[src/rtl/loaded_counter_core.sv]
// loaded_counter_core: loadable up/down counter with runtime step; define LOADED_COUNTER_SATURATE_EN for saturating arithmetic.
module loaded_counter_core #(
  parameter int COUNTER_WIDTH = 8
) (
  input  logic                     clk_i,
  input  logic                     rst_i,
  input  logic                     enable_i,
  input  logic                     direction_i,
  input  logic                     load_enable_i,
  input  logic [COUNTER_WIDTH-1:0] load_data_i,
  input  logic [COUNTER_WIDTH-1:0] increment_i,
  output logic [COUNTER_WIDTH-1:0] value_o,
  output logic                     wrap_o
);
  logic [COUNTER_WIDTH-1:0] value_q, value_d, step_value;
  logic [COUNTER_WIDTH:0]   step_res;
  logic                     wrap_q, wrap_d;
  always_comb begin
    // Extra top bit holds the carry of the add or the borrow of the subtract.
    step_res = direction_i ? {1'b0, value_q} + {1'b0, increment_i}
                           : {1'b0, value_q} - {1'b0, increment_i};
`ifdef LOADED_COUNTER_SATURATE_EN
    step_value = step_res[COUNTER_WIDTH] ? (direction_i ? '1 : '0) : step_res[COUNTER_WIDTH-1:0];
`else
    step_value = step_res[COUNTER_WIDTH-1:0];
`endif
    value_d = load_enable_i ? load_data_i : enable_i ? step_value : value_q;
    wrap_d  = !load_enable_i && enable_i && step_res[COUNTER_WIDTH];
  end
  always_ff @(posedge clk_i or posedge rst_i) begin
    if (rst_i) begin
      value_q <= '0;
      wrap_q  <= 1'b0;
    end else begin
      value_q <= value_d;
      wrap_q  <= wrap_d;
    end
  end
  assign value_o = value_q;
  assign wrap_o  = wrap_q;
endmodule

[config.mk]
export PLATFORM = sky130hd
export DESIGN_NAME = loaded_counter_core
export DESIGN_NICKNAME = d
export VERILOG_FILES = /design/src/rtl/loaded_counter_core.sv
export SDC_FILE = /design/constraint.sdc
export NUM_CORES = 1
export LEC_CHECK = 0
export ABC_AREA = 1
export CELL_PAD_IN_SITES_DETAIL_PLACEMENT = 1
export CELL_PAD_IN_SITES_GLOBAL_PLACEMENT = 1
export CORE_UTILIZATION = 32
export CTS_CLUSTER_SIZE = 16
export DETAILED_ROUTE_END_ITERATION = 6
export HOLD_SLACK_MARGIN = 0.15
export PLACE_DENSITY_LB_ADDON = 0.1
export RECOVER_POWER = 50
export SYNTH_ARGS = -nofsm -noshare
export SYNTH_HDL_FRONTEND = slang
export SYNTH_SLANG_ARGS = --single-unit
[constraint.sdc]
create_clock -name clk_i -period 2 [get_ports clk_i]
set_input_delay 0.2 -clock clk_i [delete_from_list [all_inputs] [get_ports clk_i]]
set_output_delay 0.2 -clock clk_i [all_outputs]
set_load 0.02 [all_outputs]
==> impl_metrics.json <==
{
  "syn_nets": 175,
  "numCtsBuffers": 3,
  "internal_power_w": 0.000560,
  "pwr-share-seq_pct": 25.1,
  "cts_num_sinks": 9,
  "finalSetupTns_ps": 0,
  "dr_total_vias": 1076,
  "end_kind": "flip-flop",
  "min_path_type": "in -> async",
  "p_leak_nw": 0.802,
  "ys_types": 25,
  "grt_max_degree": 10,
  "switching_power_w": 0.000406,
  "initial_utilization_pct": 33.3,
  "wl_per_cell_um": 12.1,
  "cts_tree": "yes",
  "worst_pin_slew_ps": 402,
  "timing.rr.end": "value_o[6]$_DFFE_PP0P_",
  "diodes": 0,
  "drc_errors": 0,
  "syn_area_per_cell_um2": 7.00,
  "fin_crit_ps": 1840,
  "grt_setup_unrepaired": "false",
  "r2r_start": "value_o[0]$_DFFE_PP0P_",
  "clk_latency_ps": 270,
  "post-place-ws_ps": -418,
  "postRouteAntennaNets": 0,
  "wl_met3_um": 89,
  "r2r_cells": 8,
  "power_density_nw_per_um2": 624,
  "maxCapViolCount": 0,
  "design.die.area_um2": 3380,
  "numPortBuffers": 29,
  "grt_pass1_vias": 1124,
  "areaGrowthSynthToFinish_pct": 53.5,
  "drv_slew": 0,
  "routed_via_density": 4.54,
  "required_ps": 2170,
  "place_hpwl_mm": 2.44,
  "relSlewSlack_pct": 73.2,
  "grt_pass1_wl_mm": 4.85,
  "synth_seq_cells": 9,
  "place_congestion": 0.800,
  "setup_viol_count_final": 0,
  "fp.dieW_um": 58.1,
  "drt-met1-wl_mm": 1.20,
  "first_pass_iters": 2,
  "root_buffer": "clkbuf_4",
  "clockBufferDepth": 2,
  "finalWirelength_mm": 2.87,
  "reg2reg_slack_ps": 360,
  "timing.hold.ws_ps": 348,
  "final_cell_mix": "nand2_1, clkdlybuf4s50_1, buf_4, inv_1, nand3_1",
  "final_common_cell": "nand2_1",
  "crit_type": "in -> reg",
  "critPathArrivalTime_ps": 2000,
  "rows": 20,
  "dr_wl_met2_mm": 1.57,
  "grt_use_total_pct": 19.1,
  "setup_slack_ps": 161,
  "highest_layer": "met4",
  "min_period_over_period_pct": 92.0,
  "outcome": "complete, no violations",
  "die_y_um": 58.1,
  "fmax_mhz": 544,
  "postSynthCellCount": 144,
  "p_clk_share_pct": 15.9,
  "final-hold-violation-count": 0,
  "fin_worst_skew_ps": 1.23,
  "swShare_pct": 42.1,
  "grt_overflow": 0,
  "antenna_found_initial": 0,
  "combPwrFrac_pct": 59.0,
  "drive_above_1_share_pct": 32.1,
  "drt_iter0_markers": 23,
  "path_clk_slew_ps": 70,
  "final_nets": 225,
  "synth_warnings": 0,
  "seq_area_frac_synth_pct": 22.3,
  "crit_fanout": 9,
  "vdd_drop_max_uv": 298,
  "syn_area_um2": 1010,
  "num_io_pins": 30,
  "cp-start-kind": "input pin",
  "core_area_um2": 3030,
  "ctsHtreeMaxLevel": 1
}
## registers in the layout (all words and copies together), names as in the netlist
| signal | flops |
|---|---|
| wrap_o | 1 |
| value_o | 8 |
## cells in the mapped netlist (all sizes together)
master,number,area share (%)
a21oi,3,2.2
xnor2,1,0.87
clkinv,1,0.87
ha,9,11
o21ai,7,3.8
a22oi,4,5.0
nand2,47,19
dfrtp,9,22
or2,2,1.7
fa,1,2.0
o22ai,1,0.62
nand3,15,8.4
nand3b,2,1.5
xor2,5,4.3
o211ai,1,1.2
inv,24,8.9
nor2,11,4.6
buf,1,1.1
## kinds of logic (layout without fill, tap and decap cells)
kind of cell,after synthesis,count (layout),share of synthesized area [%]
compound gates,16,16,12.9
fa+ha+maj,10,10,13.2
buf+inv,26,75,10.9
xor+xnor,6,6,5.21
simple gates,77,77,35.5
flops,9,9,22.3
## final cells by class
type | count | area, µm²
Clock buffer | 4 | 26.3
Fill cell | 383 | 1480
Inverter | 25 | 98.8
Multi-Input combinational cell | 109 | 716
Sequential cell | 9 | 225
Tap cell | 44 | 55.1
Timing Repair Buffer | 46 | 427
## worst max-delay path, stage by stage
cell and delay (ps):
clkdlybuf4s50_1 460, inv_2 180, o21ai_2 100, xor2_1 170, ha_1 350, nand2_1 80
nor2_1 140, nand3_2 80, nand2_2 90, nand2_1 50, nand2_1 70, nor2_2 30
## metal layers
layer	vias to the layer above	GRT usage, %
met4	0	4.08
met1	502	21.4
met3	2	4.02
li1	556	-
met5	-	0
met2	16	36.6
## timing repair
action / CTS / global route
hold buffers: 0 / 0
gates resized for setup: 7 / 13
endpoints found under the setup margin: 6 / 6
pin swaps: 3 / 11
setup buffers: 0 / 2
## how the worst max path moves through the flow
stage | endpoint | slack, ps | cells after the start | startpoint
4_1_cts | value_o[7]$_DFFE_PP0P_ | -5 | 15 | increment_i[1]
3_3_place_gp | value_o[4]$_DFFE_PP0P_ | -320 | 11 | increment_i[0]
5_1_grt | value_o[7]$_DFFE_PP0P_ | 20 | 12 | increment_i[3]
2_1_floorplan | value_o[4]$_DFFE_PP0P_ | 330 | 10 | increment_i[0]
6_report | wrap_o$_DFF_PP0_ | 160 | 12 | direction_i
3_5_place_dp | value_o[6]$_DFFE_PP0P_ | -420 | 12 | increment_i[0]
## stage by stage
step / power, W / instances / instance area, µm² / utilization [%]
6_report: 0.000966 / 237 / 1550 / 51.1
3_5_place_dp: 0.000806 / 231 / 1460 / 48.1
5_1_grt: 0.00105 / 237 / 1550 / 51.1
2_1_floorplan: 0.000575 / 144 / 1010 / -
4_1_cts: 0.000973 / 235 / 1500 / 49.4
3_3_place_gp: 0.000785 / 231 / 1460 / 48.1
## power by group through the flow
stage	combinational, W	sequential, W	clock (W)
after floorplan	0.000299	0.000275	0
after global placement	0.000539	0.000245	0
after detailed placement	0.000558	0.000247	0
after CTS	0.000567	0.000244	0.000162
after global routing	0.000635	0.000248	0.000169
final	0.000570	0.000243	0.000153
Power figures use the tool's default switching activity.
